## src/rtl/timer_counter.sv

```systemverilog
// Memory-mapped down-counting timer with CTRL/PRESET/COUNT registers.
// Mode 0: one-shot with a held interrupt. Mode 1: auto-reload with a one-cycle pulse.
module timer_counter #(
    parameter int CNT_W = 32
) (
    input  logic        clk,
    input  logic        reset,
    input  logic [1:0]  addr,
    input  logic        we,
    input  logic [31:0] din,
    output logic [31:0] dout,
    output logic        irq
);

    typedef enum logic [1:0] {
        IDLE = 2'd0,
        LOAD = 2'd1,
        CNT  = 2'd2,
        INT  = 2'd3
    } state_t;

    state_t             state, state_next;
    logic [3:0]         ctrl, ctrl_next;
    logic [CNT_W-1:0]   preset, preset_next;
    logic [CNT_W-1:0]   count, count_next;
    logic               irq_flag, irq_flag_next;

    logic               wr_ctrl;
    logic               wr_preset;
    logic               en_eff;

    assign wr_ctrl   = we && (addr == 2'd0);
    assign wr_preset = we && (addr == 2'd1);
    // A CTRL write in the same cycle takes effect immediately while counting,
    // so clearing EN on the final count edge suppresses the interrupt.
    assign en_eff    = wr_ctrl ? din[0] : ctrl[0];

    always_ff @(posedge clk) begin
        if (reset) begin
            state    <= IDLE;
            ctrl     <= 4'd0;
            preset   <= '0;
            count    <= '0;
            irq_flag <= 1'b0;
        end else begin
            state    <= state_next;
            ctrl     <= ctrl_next;
            preset   <= preset_next;
            count    <= count_next;
            irq_flag <= irq_flag_next;
        end
    end

    always_comb begin
        state_next    = state;
        ctrl_next     = wr_ctrl ? din[3:0] : ctrl;
        preset_next   = wr_preset ? din[CNT_W-1:0] : preset;
        count_next    = count;
        irq_flag_next = (wr_ctrl || wr_preset) ? 1'b0 : irq_flag;

        case (state)
            IDLE: begin
                if (ctrl[0]) state_next = LOAD;
            end
            LOAD: begin
                count_next = preset;
                state_next = CNT;
            end
            CNT: begin
                if (!en_eff) begin
                    state_next = IDLE;
                end else if (count > CNT_W'(1)) begin
                    count_next = count - CNT_W'(1);
                end else begin
                    count_next    = '0;
                    irq_flag_next = 1'b1;
                    state_next    = INT;
                end
            end
            INT: begin
                if (ctrl[2:1] == 2'd1) begin
                    irq_flag_next = 1'b0;
                    state_next    = LOAD;
                end else begin
                    // A simultaneous CPU write to CTRL keeps its own EN value.
                    if (!wr_ctrl) ctrl_next[0] = 1'b0;
                    state_next = IDLE;
                end
            end
            default: state_next = IDLE;
        endcase
    end

    always_comb begin
        dout = 32'd0;
        case (addr)
            2'd0:    dout = {28'd0, ctrl};
            2'd1:    dout = 32'(preset);
            2'd2:    dout = 32'(count);
            default: dout = 32'd0;
        endcase
    end

    assign irq = ctrl[3] & irq_flag;

endmodule
```

## config.mk

```make
export PLATFORM = sky130hd
export DESIGN_NAME = timer_counter
export DESIGN_NICKNAME = d
export VERILOG_FILES = /design/src/rtl/timer_counter.sv
export SDC_FILE = /design/constraint.sdc
export NUM_CORES = 1
export LEC_CHECK = 0
export ABC_CLOCK_PERIOD_IN_PS = 3430
export BUFFER_PORTS_ARGS = -buffer_cell sky130_fd_sc_hd__buf_2
export CORE_ASPECT_RATIO = 0.75
export CORE_MARGIN = 3
export CORE_UTILIZATION = 30
export DETAILED_ROUTE_END_ITERATION = 16
export PLACE_DENSITY = 0.54
export SLEW_MARGIN = 10
export SYNTH_ARGS = -nofsm -noshare
export SYNTH_HDL_FRONTEND = slang
export SYNTH_SLANG_ARGS = --single-unit
```

## constraint.sdc

```tcl
create_clock -name clk -period 3.43 [get_ports clk]
set_input_delay 0.5145 -clock clk [delete_from_list [all_inputs] [get_ports clk]]
set_output_delay 0.5145 -clock clk [all_outputs]
set_load 0.01 [all_outputs]
```

## Word-level counts from Yosys, hierarchy flattened

Index checks and enable logic that the tools add are counted.

- Bits in registers: 71
- Latch bits: 0
- Bits in writable memories: 0
- Memory bits (read-only): 0
- Input bits: 37
- Output and inout port bits: 33
- Word-level logic and storage cells: 45
- Memories kept: 0

- $add $sub $neg: 1
- $mul: 0
- Div/mod/pow operators: 0
- Order comparisons: 1
- Eq/ne operators: 9
- Shifts and indexed selects: 0
- Multiplexer cells: 19
- Bitwise logic cells: 1
- Reduce and logical (&&, ||, !) cells: 8

Operator list:

| operator | number |
|---|---|
| 32-bit one-hot mux with 3 select lines | 1 |
| 32-bit two-way mux | 2 |
| 32-bit one-hot mux with 2 select lines | 1 |
| 32-bit by 1-bit greater-than comparator with 1-bit output, second input constant | 1 |
| 32-bit by 1-bit subtractor with 32-bit output, second input constant | 1 |
| 1-bit two-way mux | 10 |
| 2-bit one-hot mux with 4 select lines | 1 |
| 2-bit by 1-bit == test with 1-bit output, second input constant | 3 |
| 2-bit == test, second input constant | 3 |
| 2-bit two-way mux | 3 |
| 2-bit logical NOT | 2 |
| 2-bit inequality test, second input constant | 2 |
| 2-bit AND reduction | 2 |
| 3-bit inequality test, second input constant | 1 |
| 1-bit logical AND | 2 |
| 1-bit one-hot mux with 2 select lines | 1 |
| 2-bit nonzero test | 1 |
| 1-bit AND | 1 |
| 1-bit logical OR | 1 |

## Longest topological paths before layout

- Depth after elaboration: 7
- Mapped depth: 9
- Mapped depth without buffers: 7

## Worst setup path before layout

No wires, ideal clock.

- Kind: register to register
- Start: reg count[4]
- End: reg count[17]
- Setup time: 130 ps
- Arrival time: 2182 ps
- Required time: 3300 ps
- Setup slack: 1118 ps
- Cell stages (with the launch flop): 9
- Path buffers: 3
- Period minus slack after synthesis: 2312 ps
- Cell sequence: dfxtp_1 > buf_6 > or4_4 > buf_6 > or4_4 > buf_6 > or3_1 > a21oi_1 > o32ai_1

- Word-level cells in the longest chain between the ends: 4
- Elaborated cells on any way between the ends: 5
- Classes of those cells: add/sub: 1; order compare: 1; mux: 3

Ends and longest elaborated chain:

| element | RTL line | RTL |
|---|---|---|
| start, declared | 25 | `logic [CNT_W-1:0] count, count_next;` |
| start signal, assigned | 49 | `count <= count_next;` |
| 32-bit by 1-bit subtractor with 32-bit output / 32-bit by 1-bit greater-than comparator with 1-bit output (equally long branches) | 73, 72 |  |
| 32-bit two-way mux (*) | 72 | `end else if (count > CNT_W'(1)) begin` |
| 32-bit two-way mux (*) | 70 | `if (!en_eff) begin` |
| 32-bit one-hot mux with 2 select lines (*) | 61 | `case (state)` |

Mark *: on every way between the ends. The rest lies on a longest branch, timed or not. The select of a mux whose other input is x is not followed.
A chain may end at the register's enable or synchronous reset.

## Worst setup path after layout

- Start: reg count[8]
- End: reg count[5]

- Word-level cells in the longest chain between the ends: 4

Ends and longest elaborated chain:

| element | RTL line |
|---|---|
| 32-bit by 1-bit greater-than comparator with 1-bit output | 72 |
| 32-bit two-way mux | 72 |
| 32-bit two-way mux | 70 |
| 32-bit one-hot mux with 2 select lines | 61 |

No other way between the ends. The select of a mux whose other input is x is not followed.

==> out/qor.log <==
qor: run_status.outcome finished clean
qor: power_and_ir_drop.cellLeakagePower 0.00183 µW
qor: cells_and_area.multi_input_area 2360 µm²
qor: detailed_routing.drtAntennaViolNets 0
qor: power_and_ir_drop.share_comb_of_total_power 12.7%
qor: floorplanning.placementRows 35
qor: logic_synthesis.synth-seq-cells 71
qor: logic_synthesis.yosys_warnings 0
qor: clock_tree.cell_at_the_root_of_the_clock_tree sky130_fd_sc_hd__clkbuf_16
qor: power_and_ir_drop.ir_drop 0.227 mV
qor: sta.grt_setup_unrepaired no
qor: cells_and_area.nFillCells 1356
qor: power_and_ir_drop.p_clk_share 43.3%
qor: place.io_buffers 69
qor: logic_synthesis.mappedNetlistArea 4020 µm²
qor: sta.fmaxAchievable 390 MHz
qor: sta.slew_headroom 37.1%
qor: cells_and_area.stdcell_area 4760 µm²
qor: min_path.hold_path.startpoint din[17]
qor: logic_synthesis.synth-seq-area-share 35.3%
qor: logic_synthesis.synth.lib_cells_used.distinct 59
qor: worst_setup_path.crit_path_kind reg2reg
qor: worst_setup_path.end_kind flop
qor: clock_tree.cts-buffers-inserted 9
qor: min_path.hold_class in2reg
qor: sta.timing_worst_slew_pin_value 0.940 ns
qor: detailed_routing.viasPerCell 5.53
qor: worst_setup_path.worst_r2r_startpoint count[8]
qor: clock_tree.clock_transition_at_the_registers_of_the_reported_paths 0.06 ns
qor: logic_synthesis.syn_nets 569
qor: worst_setup_path.r2r-end count[5]
qor: logic_synthesis.synth_area_per_cell 7.59 µm²
qor: clock_tree.htreeDepth 3
qor: place.dpl.hpwl 9000 µm
qor: logic_synthesis.synth_top_cells_by_area sky130_fd_sc_hd__dfxtp_1 35%, sky130_fd_sc_hd__nand2_1 8.8%, sky130_fd_sc_hd__a21oi_1 7.3%
qor: worst_setup_path.worst-endpoint-arrival 2.80 ns
qor: sta.finalCritPeriodShare 74.8%
qor: power_and_ir_drop.seq_power_share 44.0%
qor: clock_tree.ctsHoldBuffers 0
qor: floorplanning.boundaryPins 70
qor: floorplanning.core-area 12700 µm²
qor: clock_tree.tritoncts yes
qor: run.cap_violations 0
qor: floorplanning.die_x 140 µm
qor: power_and_ir_drop.cellPowerDensity 414 nW/µm²
qor: cells_and_area.area_delta_synth_final 18.5%
qor: place.gp_congestion 0.861
qor: worst_setup_path.worst-r2r-cell-count 6
qor: grt.largest_net_degree_at_the_start_of_global_routing 69
qor: floorplanning.die_y 106 µm
qor: logic_synthesis.ys.flop_type sky130_fd_sc_hd__dfxtp_1
qor: sta.timing.final.max_slew_violations 0
qor: logic_synthesis.cell_count_after_synthesis 530
qor: floorplanning.initial_utilization 31.7%
qor: logic_synthesis.synth_edf_count 0
qor: min_path.hold_path_end preset[17]
qor: worst_setup_path.worst-endpoint-required 3.66 ns
qor: clock_tree.post-cts-setup-buffers 0
qor: logic_synthesis.synth.top_cell.area_share 35.3%
qor: cells_and_area.fin_nets 618
qor: logic_synthesis.ys_async_sr_fraction 0%
qor: sta.final.min_clock_period 2.57 ns
qor: clock_tree.clock_latency 0.34 ns
qor: worst_setup_path.category_of_the_worst_setup_path_launch_point flop
qor: grt.gr-usage-all-layers 18.0%
qor: clock_tree.cts-resized-gates 0
qor: cells_and_area.post-route-util 37.5%
qor: detailed_routing.detail_route.drc_violations 0
qor: detailed_routing.drt-pass1-iter-count 5
qor: clock_tree.maximum_buffer_depth_of_the_clock_tree 2
qor: power_and_ir_drop.switching_power 530 µW
qor: sta.hold_viol 0
qor: cells_and_area.drive_above_1_share 19.7%
qor: sta.final_skew 0.00471 ns
qor: worst_setup_path.ff2ff_setup_slack 0.86 ns
qor: worst_setup_path.critical_path_peak_fanout 29
qor: clock_tree.clock-sinks 71
qor: sta.tns 0 ns
qor: logic_synthesis.synth_area_leader_cell sky130_fd_sc_hd__dfxtp_1
qor: place.postPlaceCellArea 4500 µm²
qor: grt.first_pass_grt_wire_length 21700 µm
qor: grt.antenna_found_initial 0
qor: power_and_ir_drop.cell_internal_power 1440 µW
qor: detailed_routing.routedWlPerCell 18.0 µm
qor: sta.setup_viol_count_final 0
qor: power_and_ir_drop.switching_share 26.8%
qor: detailed_routing.detailed_route_iter0_violations 301
qor: floorplanning.die_area 14800 µm²
qor: cells_and_area.seq_area 1420 µm²
qor: min_path.min_delay_path_depth 3
qor: detailed_routing.num_vias 4139
qor: detailed_routing.finalWirelength 13500 µm
qor: grt.globalRoute.totalOverflow 0
qor: grt.grt_pass1_vias 3986
qor: cells_and_area.antennaDiodeCount 0
cells by family after synthesis:
group,count (synthesis),share of synthesized area [%]
compound gates,172,28.7
xor+xnor,2,0.436
fa+ha+maj,2,0.622
buf+inv,61,6.35
flops,71,35.3
mux,13,3.27
simple gates,209,25.3
stage by stage:
| step | total power [µW] | cells | hold slack [ns] | setup slack, ns |
|---|---|---|---|---|
| after floorplan | 1050 | 530 | 0.446 | 1.12 |
| final | 1970 | 749 | 0.407 | 0.865 |
| after detailed placement | 1140 | 734 | 0.467 | 0.688 |
| after global placement | 1130 | 734 | 0.467 | 0.877 |
| after global routing | 2060 | 749 | 0.406 | 0.717 |
| after CTS | 2000 | 749 | 0.400 | 0.879 |
worst max-delay path by stage:
stage | start | end | slack (ns) | cells past startpoint
after detailed placement | addr[1] | count[28] | 0.69 | 6
after CTS | count[8] | count[5] | 0.88 | 6
after floorplan | count[4] | count[17] | 1.12 | 8
after global routing | count[8] | count[5] | 0.72 | 6
final | count[8] | count[5] | 0.86 | 6
after global placement | addr[1] | count[30] | 0.88 | 6
Yosys cell counts, types with 3 or more instances:
| cell type | n |
|---|---|
| sky130_fd_sc_hd__nand2_1 | 94 |
| sky130_fd_sc_hd__dfxtp_1 | 71 |
| sky130_fd_sc_hd__a21oi_1 | 59 |
| sky130_fd_sc_hd__nor2_1 | 41 |
| sky130_fd_sc_hd__clkbuf_1 | 36 |
| sky130_fd_sc_hd__a22o_1 | 31 |
| sky130_fd_sc_hd__o21ai_0 | 26 |
| sky130_fd_sc_hd__inv_1 | 15 |
| sky130_fd_sc_hd__nand4_1 | 14 |
| sky130_fd_sc_hd__a211oi_1 | 13 |
| sky130_fd_sc_hd__mux2i_1 | 12 |
| sky130_fd_sc_hd__nor3_1 | 10 |
| sky130_fd_sc_hd__nor4_1 | 10 |
| sky130_fd_sc_hd__o32ai_1 | 8 |
| sky130_fd_sc_hd__nor2b_1 | 6 |
| sky130_fd_sc_hd__a221oi_1 | 5 |
| sky130_fd_sc_hd__buf_1 | 4 |
| sky130_fd_sc_hd__nand3_1 | 4 |
| sky130_fd_sc_hd__nor4_2 | 4 |
| sky130_fd_sc_hd__a21o_1 | 3 |
| sky130_fd_sc_hd__a22oi_1 | 3 |
| sky130_fd_sc_hd__a32o_1 | 3 |
| sky130_fd_sc_hd__buf_2 | 3 |
| sky130_fd_sc_hd__buf_6 | 3 |
| sky130_fd_sc_hd__nand2b_1 | 3 |
| sky130_fd_sc_hd__nand3b_1 | 3 |
| sky130_fd_sc_hd__or3_1 | 3 |
cell type report:
class	count	share of cell area [%]
clock buffers	14	5.33
clock inverters	1	0.105
inverters	15	1.18
multi-input cells	398	49.6
flip-flops and latches	71	29.8
well taps	166	4.36
repair buffers	84	9.61
layer usage:
metal,GRT usage (%),up-vias,wire (µm)
met5,0,-,0
met4,5.12,0,130
met3,3.87,12,757
met2,27.8,124,5980
met1,25.4,1959,6640
li1,-,2044,-
placed cells by master (no fill, tap or decap), types with 8 or more instances in the layout:
master and instances:
sky130_fd_sc_hd__a21oi_1 59, sky130_fd_sc_hd__clkbuf_16 9, sky130_fd_sc_hd__a211oi_1 13, sky130_fd_sc_hd__o21ai_0 26
sky130_fd_sc_hd__nand2_1 94, sky130_fd_sc_hd__nor2_1 41, sky130_fd_sc_hd__buf_4 15, sky130_fd_sc_hd__dfxtp_1 71
sky130_fd_sc_hd__nand4_1 14, sky130_fd_sc_hd__buf_2 69, sky130_fd_sc_hd__a22o_1 31, sky130_fd_sc_hd__mux2i_1 12
sky130_fd_sc_hd__nor3_1 10, sky130_fd_sc_hd__inv_1 15, sky130_fd_sc_hd__o32ai_1 8, sky130_fd_sc_hd__nor4_1 10
worst max-delay path, stage by stage (launching register included):
cell and delay, ns:
sky130_fd_sc_hd__dfxtp_1 0.35, sky130_fd_sc_hd__or4_1 0.66, sky130_fd_sc_hd__nor4_2 0.48, sky130_fd_sc_hd__a31oi_2 0.18, sky130_fd_sc_hd__buf_4 0.28, sky130_fd_sc_hd__a32o_1 0.30, sky130_fd_sc_hd__a32o_1 0.20
flip-flops by register name, summed over array words and instances, names as in the netlist:
name      flops
ctrl          4
state         2
irq_flag      1
count        32
preset       32
power groups by stage:
stage | logic [µW] | clock network, µW | registers [µW]
2_1_floorplan | 174 | 0 | 877
3_3_place_gp | 245 | 0 | 886
3_5_place_dp | 249 | 0 | 886
4_1_cts | 250 | 878 | 868
5_1_grt | 277 | 912 | 872
6_report | 251 | 854 | 869
Note: power is estimated with default switching activity, not from simulation.
